`src/rtl/disp_spi_pkg.sv`:
```
// disp_spi_pkg
// Shared definitions for the display SPI master: segment command codes
// (identical to the display's SPI decode), the master FSM state type,
// the frame length and a helper that builds the on-wire frame word.
package disp_spi_pkg;

    localparam int FRAME_BITS = 16;

    localparam logic [2:0] SPI_CMD_NONE = 3'd0;
    localparam logic [2:0] SEGMENT_0    = 3'd1;
    localparam logic [2:0] SEGMENT_1    = 3'd2;
    localparam logic [2:0] SEGMENT_2    = 3'd3;
    localparam logic [2:0] SEGMENT_3    = 3'd4;
    localparam logic [2:0] SEGMENT_4    = 3'd5;
    localparam logic [2:0] SEGMENT_5    = 3'd6;

    typedef enum logic [2:0] {
        ST_IDLE,
        ST_SETUP,
        ST_SHIFT_HI,
        ST_SHIFT_LO,
        ST_GAP
    } spi_state_e;

    // Command byte then data byte, both zero-padded, sent MSB first.
    function automatic logic [FRAME_BITS-1:0] spi_frame(input logic [2:0] c,
                                                        input logic [3:0] d);
        return {5'b0, c, 4'b0, d};
    endfunction

endpackage

```
`src/rtl/spi_half_tick.sv`:
```
// spi_half_tick
// Loadable down-counter that measures one SCK half-period of DIV cycles.
// Ports:
//   clk   in  system clock
//   rst_n in  asynchronous active-low reset
//   load  in  restart the half-period (counter := DIV-1)
//   tick  out high during the last cycle of the half-period
// The counter parks at zero instead of wrapping, so tick stays high until
// the next load; the FSM loads on every phase change.
module spi_half_tick #(
    parameter int DIV = 6
) (
    input  logic clk,
    input  logic rst_n,
    input  logic load,
    output logic tick
);

    localparam int CW = $clog2(DIV);

    logic [CW-1:0] cnt_q, cnt_d;

    always_comb begin
        cnt_d = cnt_q;
        if (load) begin
            cnt_d = CW'(DIV - 1);
        end else if (cnt_q != '0) begin
            cnt_d = cnt_q - CW'(1);
        end
    end

    always_ff @(posedge clk or negedge rst_n) begin
        if (!rst_n) begin
            cnt_q <= '0;
        end else begin
            cnt_q <= cnt_d;
        end
    end

    assign tick = (cnt_q == '0);

endmodule

```
`src/rtl/disp_spi_master.sv`:
```
// disp_spi_master
// SPI mode-0 master for the six-digit hex display. Each accepted
// (cmd, data) request becomes one 16-bit frame: {5'b0,cmd} then {4'b0,data}.
// Ports:
//   CLK_12_MHZ in  system clock
//   RST_N      in  asynchronous active-low reset
//   cmd_valid  in  request present
//   cmd_ready  out idle; request taken when cmd_valid && cmd_ready
//   cmd        in  segment command (1..6 = SEGMENT_0..5, 0 = none)
//   data       in  hex nibble for the selected digit
//   sck        out SPI clock, idles low
//   mosi       out SPI data, MSB first
//   ssel       out slave select, active low
//   miso       in  SPI data in
//   rx_data    out byte captured during the data byte of the last frame
//   done       out one-cycle pulse at frame completion
module disp_spi_master
    import disp_spi_pkg::*;
#(
    parameter int DIV = 6,
    parameter int GAP = 12
) (
    input  logic       CLK_12_MHZ,
    input  logic       RST_N,
    input  logic       cmd_valid,
    output logic       cmd_ready,
    input  logic [2:0] cmd,
    input  logic [3:0] data,
    output logic       sck,
    output logic       mosi,
    output logic       ssel,
    input  logic       miso,
    output logic [7:0] rx_data,
    output logic       done
);

    localparam int GW = (GAP > 1) ? $clog2(GAP) : 1;

    spi_state_e            state_q, state_d;
    // Bits still to send after the one currently on mosi.
    logic [FRAME_BITS-1:0] tx_q, tx_d;
    logic [FRAME_BITS-1:0] frame;
    logic [7:0]            rx_sh_q, rx_sh_d;
    logic [3:0]            bit_q, bit_d;
    logic [GW-1:0]         gap_q, gap_d;
    logic                  ready_q, ready_d;
    logic                  sck_q, sck_d;
    logic                  mosi_q, mosi_d;
    logic                  ssel_q, ssel_d;
    logic [7:0]            rx_data_q, rx_data_d;
    logic                  done_q, done_d;
    logic                  tick_load;
    logic                  tick;

    spi_half_tick #(.DIV(DIV)) u_half_tick (
        .clk   (CLK_12_MHZ),
        .rst_n (RST_N),
        .load  (tick_load),
        .tick  (tick)
    );

    assign frame = spi_frame(cmd, data);

    always_comb begin
        state_d   = state_q;
        tx_d      = tx_q;
        rx_sh_d   = rx_sh_q;
        bit_d     = bit_q;
        gap_d     = gap_q;
        ready_d   = ready_q;
        sck_d     = sck_q;
        mosi_d    = mosi_q;
        ssel_d    = ssel_q;
        rx_data_d = rx_data_q;
        done_d    = 1'b0;
        tick_load = 1'b0;

        case (state_q)
            ST_IDLE: begin
                if (cmd_valid && ready_q) begin
                    mosi_d    = frame[FRAME_BITS-1];
                    tx_d      = {frame[FRAME_BITS-2:0], 1'b0};
                    ssel_d    = 1'b0;
                    ready_d   = 1'b0;
                    bit_d     = 4'(FRAME_BITS - 1);
                    tick_load = 1'b1;
                    state_d   = ST_SETUP;
                end
            end
            ST_SETUP: begin
                if (tick) begin
                    sck_d     = 1'b1;
                    tick_load = 1'b1;
                    state_d   = ST_SHIFT_HI;
                end
            end
            ST_SHIFT_HI: begin
                // Sample miso at the end of the high phase, then present the
                // next bit together with the falling edge.
                if (tick) begin
                    rx_sh_d   = {rx_sh_q[6:0], miso};
                    mosi_d    = tx_q[FRAME_BITS-1];
                    tx_d      = {tx_q[FRAME_BITS-2:0], 1'b0};
                    sck_d     = 1'b0;
                    tick_load = 1'b1;
                    state_d   = ST_SHIFT_LO;
                end
            end
            ST_SHIFT_LO: begin
                if (tick) begin
                    if (bit_q == 4'd0) begin
                        ssel_d    = 1'b1;
                        mosi_d    = 1'b0;
                        rx_data_d = rx_sh_q;
                        done_d    = 1'b1;
                        gap_d     = GW'(GAP - 1);
                        state_d   = ST_GAP;
                    end else begin
                        bit_d     = bit_q - 4'd1;
                        sck_d     = 1'b1;
                        tick_load = 1'b1;
                        state_d   = ST_SHIFT_HI;
                    end
                end
            end
            ST_GAP: begin
                if (gap_q == '0) begin
                    ready_d = 1'b1;
                    state_d = ST_IDLE;
                end else begin
                    gap_d = gap_q - GW'(1);
                end
            end
            default: begin
                state_d = ST_IDLE;
            end
        endcase
    end

    always_ff @(posedge CLK_12_MHZ or negedge RST_N) begin
        if (!RST_N) begin
            state_q   <= ST_IDLE;
            tx_q      <= '0;
            rx_sh_q   <= '0;
            bit_q     <= '0;
            gap_q     <= '0;
            ready_q   <= 1'b1;
            sck_q     <= 1'b0;
            mosi_q    <= 1'b0;
            ssel_q    <= 1'b1;
            rx_data_q <= '0;
            done_q    <= 1'b0;
        end else begin
            state_q   <= state_d;
            tx_q      <= tx_d;
            rx_sh_q   <= rx_sh_d;
            bit_q     <= bit_d;
            gap_q     <= gap_d;
            ready_q   <= ready_d;
            sck_q     <= sck_d;
            mosi_q    <= mosi_d;
            ssel_q    <= ssel_d;
            rx_data_q <= rx_data_d;
            done_q    <= done_d;
        end
    end

    assign cmd_ready = ready_q;
    assign sck       = sck_q;
    assign mosi      = mosi_q;
    assign ssel      = ssel_q;
    assign rx_data   = rx_data_q;
    assign done      = done_q;

endmodule

```
`config.mk`:
```
export PLATFORM = sky130hd
export DESIGN_NAME = disp_spi_master
export DESIGN_NICKNAME = d
export VERILOG_FILES = /design/src/rtl/disp_spi_pkg.sv /design/src/rtl/spi_half_tick.sv /design/src/rtl/disp_spi_master.sv
export SDC_FILE = /design/constraint.sdc
export NUM_CORES = 1
export LEC_CHECK = 0
export ABC_CLOCK_PERIOD_IN_PS = 2500
export BUFFER_PORTS_ARGS = -buffer_cell sky130_fd_sc_hd__buf_4
export CAP_MARGIN = 20
export CORE_MARGIN = 5
export CORE_UTILIZATION = 58
export CTS_BUF_LIST = sky130_fd_sc_hd__clkbuf_16
export DETAILED_ROUTE_END_ITERATION = 8
export GPL_ROUTABILITY_DRIVEN = 0
export PLACE_DENSITY_LB_ADDON = 0.3
export REMOVE_ABC_BUFFERS = 1
export SLEW_MARGIN = 20
export SYNTH_ARGS = -nofsm -noshare
export SYNTH_HDL_FRONTEND = slang
export SYNTH_SLANG_ARGS = --single-unit
```
`constraint.sdc`:
```
create_clock -name CLK_12_MHZ -period 2.5 [get_ports CLK_12_MHZ]
set_clock_uncertainty 0.05 [all_clocks]
set_input_delay 0.25 -clock CLK_12_MHZ [delete_from_list [all_inputs] [get_ports CLK_12_MHZ]]
set_output_delay 0.25 -clock CLK_12_MHZ [all_outputs]
set_load 0.05 [all_outputs]
```
==> metrics.yaml, run 1 <==
ys_seq_elements: 50
setup_ws_ps: 422
synth_compound_area_share_pct: 10.6
cts.clk_slew.worst_paths_ps: 60
synth-async-reset-ratio_pct: 100
grt_antenna_before_repair: 0
worstSetupPathType: "reg2reg"
cts_tree: "done"
synth_area_leaders: "dfrtp_1 52%, mux2_2 7.8%, nand2_1 5.1%"
place_ws_ps: 415
drv_cap: 0
grt_overflow: 0
path_max_fanout: 14
rsz0062_at_grt: "no"
cts_buffers: 5
ir_drop_v: 0.000376
syn_to_final_growth_pct: 16.4
synth-seq-area-share_pct: 54.6
worst_slew_pin_slew_ps: 606
synth_top_family_by_area: "simple AND/OR/NAND/NOR gates"
cts_sinks: 50
antenna_cells: 0
synth_top_cell_area_share_pct: 52.3
avgSynthCellArea_um2: 11.2
grt.total_usage_pct: 17.7
outcome: "finished, final reports clean"
finalSetupViolCount: 0
pwr_density_cell_mw_per_mm2: 568
grt_pass1_vias: 1602
io_buffers: 23
cts.path.max_buffers: 2
htreeDepth: 2
clk_latency_ps: 290
synth-edff-count: 0
final_cells: 283
hold_buffers: 1
p_leak_uw: 0.00125
synthSimpleGateAreaFrac_pct: 15.8
synth-xor-area-share_pct: 0.381
drc: 0
relSlewSlack_pct: 59.6
ys_warn_count: 0
place_area_mm2: 0.00252
max_freq_mhz: 481
worst_setup_path_start_kind: "flip-flop"
maxSlewViolCount: 0
synth_adder_area_share_pct: 3.27
fin_crit_ps: 2080
rr_worst_depth: 5
wl_per_cell_um: 14.9
synth_mux_area_share_pct: 11.8
dieArea_mm2: 0.00532
critical_path.endpoint_type: "flip-flop"
ant_nets: 0
grt_max_degree: 51
synthFlopType: "dfrtp_1"
layout-drive-gt1-share_pct: 26.0
cp.arrival_ps: 2200
postCtsSetupRepairBufs: 0
root_buffer: "clkbuf_16"
ys_types: 39
vias: 1592
hold_viol_final: 0
die_x_um: 72.9
cts_resized: 0
firstDrtPassIters: 4
grt_pass1_wl_um: 7330
holdPathStages: 2
ios: 24
dp_hpwl_um: 2930
worstHoldPathType: "in2reg"
first_iter_violations: 98
numPlacedInstances: 274
coreArea_mm2: 0.00374
wl_um: 4220
finalCritPeriodShare_pct: 83.1
die_y_um: 72.9
holdWs_ps: 150
nNetsFinal: 251
initial_core_util_pct: 61.4
final_area_mm2: 0.00267
yosys.area.top_type: "dfrtp_1"
netlist_instances: 206
num_rows: 22
syn_area_mm2: 0.00230
required_ps: 2620
via_per_inst: 5.63
critical path: stages, from the launching register on:
cell and delay (ps):
dfrtp_1 400, inv_1 90, ha_1 160, or3b_4 390, nor3_4 460, mux2_2 410
layout by cell type, fill, tap and decap left out, drive strengths merged, types with 4 or more instances in the layout:
cell type,Yosys,routed
a21oi,8,8
buf,4,28
clkbuf,4,5
dfrtp,48,48
ha,6,6
inv,9,10
mux2,16,16
mux2i,9,9
nand2,32,32
nand2b,4,4
nand3,6,6
nor2,9,9
nor3,5,5
o21ai,19,19
per-layer routing:
| layer | vias up | routed length, µm | track usage (%) |
|---|---|---|---|
| met1 | 783 | 1930 | 23.0 |
| li1 | 778 | - | - |
| met4 | 0 | 68 | 6.15 |
| met5 | - | 0 | 0 |
| met2 | 23 | 2080 | 29.3 |
| met3 | 8 | 146 | 4.13 |
synth_stat cells (all sizes together) (4+ instances only):
| cell type | n |
|---|---|
| mux2i | 9 |
| o21ai | 19 |
| a21oi | 8 |
| nand2b | 4 |
| mux2 | 16 |
| nor2 | 9 |
| inv | 9 |
| nor3 | 5 |
| nand3 | 6 |
| buf | 4 |
| nand2 | 32 |
| dfrtp | 48 |
| ha | 6 |
| clkbuf | 4 |
final cells by class:
type	count	area, µm²
Sequential cell	50	1250
Tap cell	48	60.1
Clock inverter	3	20.0
Fill cell	282	1070
Inverter	9	33.8
Clock buffer	5	125
Timing Repair Buffer	29	220
Multi-Input combinational cell	139	961
worst paths after layout:
path / from / to / slack (ps)
worst min-delay path: miso / rx_sh_q[0]$_DFFE_PN0P_ / 150
worst max register to register: bit_q[0]$_DFFE_PN0P_ / rx_data[2]$_DFFE_PN0P_ / 420
worst max-delay path: bit_q[0]$_DFFE_PN0P_ / rx_data[2]$_DFFE_PN0P_ / 420
min in group asynchronous: RST_N / tx_q[3]$_DFFE_PN0P_ / 460
max in group asynchronous: RST_N / gap_q[3]$_DFFE_PN0P_ / 1530
worst min register to register: tx_q[6]$_DFFE_PN0P_ / tx_q[6]$_DFFE_PN0P_ / 430
sequential cells by signal (all words and copies together) (netlist names):
name               cells
bit_q                  4
cmd_ready              1
done                   1
gap_q                  4
mosi                   1
rx_data                8
rx_sh_q                8
sck                    1
ssel                   1
state_q                3
tx_q                  15
u_half_tick.cnt_q      3
per-stage QoR:
| stage | total power, µW | TNS (ps) | util, % |
|---|---|---|---|
| final | 1520 | 0 | 71.4 |
| after CTS | 1530 | 0 | 71.4 |
| after global placement | 866 | 0 | 67.3 |
| after global routing | 1570 | 0 | 71.4 |
| after floorplan | 837 | -2030 | - |
| after detailed placement | 867 | 0 | 67.3 |
kinds of logic (layout without fill, tap and decap cells):
logic type | after synthesis | after routing
AND/OR/NAND/NOR | 68 | 68
flip-flops | 50 | 50
AO/OA/AOI/OAI | 39 | 39
multiplexers | 25 | 25
buffers and inverters | 17 | 46
adder cells (fa/ha/maj) | 6 | 6
XOR/XNOR | 1 | 1
where the power goes:
group	switching, µW	internal, µW	total, µW
clock network	295	371	666
registers	2.88	813	816
logic	19.6	15.8	35.4
total	318	1200	1520
No activity file was read; power rests on OpenSTA's default activity.
==> run 2: changes to the inputs <==
--- a/config.mk
+++ b/config.mk
@@ -5,11 +5,11 @@
 export SDC_FILE = /design/constraint.sdc
 export NUM_CORES = 1
 export LEC_CHECK = 0
-export ABC_CLOCK_PERIOD_IN_PS = 2500
+export ABC_CLOCK_PERIOD_IN_PS = 1840
 export BUFFER_PORTS_ARGS = -buffer_cell sky130_fd_sc_hd__buf_4
 export CAP_MARGIN = 20
 export CORE_MARGIN = 5
-export CORE_UTILIZATION = 58
+export CORE_UTILIZATION = 52
 export CTS_BUF_LIST = sky130_fd_sc_hd__clkbuf_16
 export DETAILED_ROUTE_END_ITERATION = 8
 export GPL_ROUTABILITY_DRIVEN = 0
==> constraint.sdc (replaced) <==
create_clock -name CLK_12_MHZ -period 1.84 [get_ports CLK_12_MHZ]
set_clock_uncertainty 0.05 [all_clocks]
set_input_delay 0.184 -clock CLK_12_MHZ [delete_from_list [all_inputs] [get_ports CLK_12_MHZ]]
set_output_delay 0.184 -clock CLK_12_MHZ [all_outputs]
set_load 0.05 [all_outputs]
==> metrics.yaml, run 2 (synthesis gave the netlist of run 1 again) <==
cts.path.max_buffers: 2  # unchanged
rr_worst_depth: 6  # +1
grt.total_usage_pct: 15.7  # -2.0 points
r2r_start: "bit_q[1]$_DFFE_PN0P_"
most-common-layout-cells: "48 x dfrtp_1, 41 x buf_4, 31 x nand2_1, 18 x o21ai_0, 10 x mux2_2"
wl_um: 4450  # +5.3%
crit_buf_inv: 2  # +1
path_max_fanout: 6  # -8
io_buffers: 23  # unchanged
wl_per_cell_um: 14.6  # -2.0%
dieArea_mm2: 0.00585  # +9.9%
fin_tns_setup_ps: -75.6  # -75.6 ps
grt_max_degree: 51  # unchanged
p_leak_uw: 0.00137  # +9.7%
final_cells: 304  # +7.4%
top_register: "tx_q"
largest_register_ffs: 15  # unchanged
syn_to_final_growth_pct: 28.3
num_rows: 24  # +9.1%
setup_ws_ps: -36.8  # -458 ps
ir_drop_v: 0.000481  # +28%
crit_chain: "inv_2, ha_4, or3b_4, nor3_4, clkbuf_16, mux2_2"
min_from: "miso"
die_y_um: 76.5  # +4.8%
via_per_inst: 5.35  # -4.9%
pwr_density_cell_mw_per_mm2: 755  # +33%
cp.arrival_ps: 2010  # -190 ps
vias: 1626  # +2.1%
hold_viol_final: 0  # unchanged
initial_core_util_pct: 53.1  # -8.2 points
worst_slew_pin_slew_ps: 606  # +0.184 ps
root_buffer: "clkbuf_16"
cp_top_family: "simple AND/OR/NAND/NOR gates"
worstHoldPathType: "in2reg"
worst_setup_path_start_kind: "flip-flop"
cts.clk_slew.worst_paths_ps: 70  # about the same
worstSetupPathType: "reg2reg"
grt_antenna_before_repair: 0  # unchanged
slowest_delay_ps: 390  # -70 ps
relSlewSlack_pct: 59.6  # about the same
firstDrtPassIters: 4  # unchanged
violations: "negative setup slack"
layout-drive-gt1-share_pct: 34.5  # +8.6 points
maxSlewViolCount: 0  # unchanged
cts_buffers: 5  # unchanged
dp_hpwl_um: 3010  # +2.8%
r2r_end: "rx_data[4]$_DFFE_PN0P_"
grt_pass1_wl_um: 7610  # +3.8%
outcome: "complete, but fails checks"
holdPathStages: 2  # unchanged
multi_input_area_mm2: 0.00102  # +6.0%
rsz0062_at_grt: "yes"
die_x_um: 76.5  # +4.8%
fin_crit_ps: 1880  # -202 ps
rrSetupSlack_ps: -40  # -460 ps
layout_commonest_cell: "dfrtp_1"
grt_pass1_vias: 1584  # -1.1%
slowest_stage: "dfrtp_1"
first_iter_violations: 117  # +19%
critical_path.endpoint_type: "flip-flop"
regArea_mm2: 0.00125  # unchanged
n_fill_cell: 327  # +16%
finalCritPeriodShare_pct: 102  # +19 points
grt_overflow: 0  # unchanged
ios: 24  # unchanged
finalSetupViolCount: 4  # +4
antenna_cells: 0  # unchanged
required_ps: 1970  # -650 ps
drv_cap: 0  # unchanged
htreeDepth: 2  # unchanged
cts_sinks: 50  # unchanged
coreArea_mm2: 0.00432  # +16%
max_freq_mhz: 533  # +11%
nNetsFinal: 268  # +6.8%
holdPathEnd: "rx_sh_q[0]$_DFFE_PN0P_"
cts_tree: "done"
ant_nets: 0  # unchanged
drc: 0  # unchanged
clk_latency_ps: 290  # about the same
numPlacedInstances: 291  # +6.2%
## run 2: changes by cell type in the layout (fill, tap and decap cells not counted), moves of 2 or more
cell / before / now
buf_12: 0 / 3
buf_4: 28 / 41
ha_1: 6 / 4
inv_1: 9 / 7
inv_2: 0 / 2
mux2_2: 16 / 10
mux2_4: 0 / 6
## run 2: cell type report
cell class	instances	share of cell area (%)
Clock inverter	3	1.61
Inverter	9	1.15
Sequential cell	50	42.5
Clock buffer	5	4.25
Timing Repair Buffer	46	13.7
Tap cell	52	2.21
Multi-Input combinational cell	139	34.6
## run 2: per-layer routing
layer,vias to the layer above,track usage [%],share of wire (%)
li1,809,-,-
met1,780,21.0,47
met2,30,24.4,48
met3,7,4.37,4.1
met4,0,5.42,1.4
met5,-,0,0
## run 2: metrics by stage
| stage | setup slack [ps] | power [µW] | util, % | area [µm²] | hold slack [ps] |
|---|---|---|---|---|---|
| finish | -36.8 | 2220 | 68.1 | 2950 | 80.4 |
| global route | -79.6 | 2310 | 68.1 | 2950 | 73.4 |
| CTS | -1.63 | 2240 | 65.9 | 2850 | 77.0 |
| detailed placement | 1.91 | 1180 | 61.5 | 2660 | 194 |
| global placement | 52.3 | 1180 | 61.5 | 2660 | 196 |
| floorplan | -797 | 1140 | - | 2250 | -162 |
## run 2: worst max-delay path by stage
stage | from | to | slack (ps) | cells after the start
4_1_cts | bit_q[1]$_DFFE_PN0P_ | rx_data[1]$_DFFE_PN0P_ | -2 | 6
5_1_grt | bit_q[0]$_DFFE_PN0P_ | rx_data[4]$_DFFE_PN0P_ | -80 | 6
3_5_place_dp | bit_q[1]$_DFFE_PN0P_ | rx_data[1]$_DFFE_PN0P_ | 2 | 6
6_report | bit_q[1]$_DFFE_PN0P_ | rx_data[4]$_DFFE_PN0P_ | -40 | 6
2_1_floorplan | u_half_tick.cnt_q[0]$_DFFE_PN0P_ | tx_q[10]$_DFFE_PN0P_ | -800 | 5
3_3_place_gp | bit_q[1]$_DFFE_PN0P_ | rx_data[0]$_DFFE_PN0P_ | 50 | 6
## run 2: repair_timing
| action | CTS | global route |
|---|---|---|
| endpoints found under the setup margin | 2 | 29 |
| endpoints found under the hold margin | 48 | 0 |
| hold buffers | 1 | 0 |
| buffers inserted | 1 | 2 |
| gates cloned | 0 | 1 |
| resized for setup | 0 | 15 |
## run 2: where the power goes
part	leakage, µW	switching, µW	internal, µW
Combinational	0.000634	26.4	21.5
Clock	0.0000848	417	651
Sequential	0.000656	4.10	1100
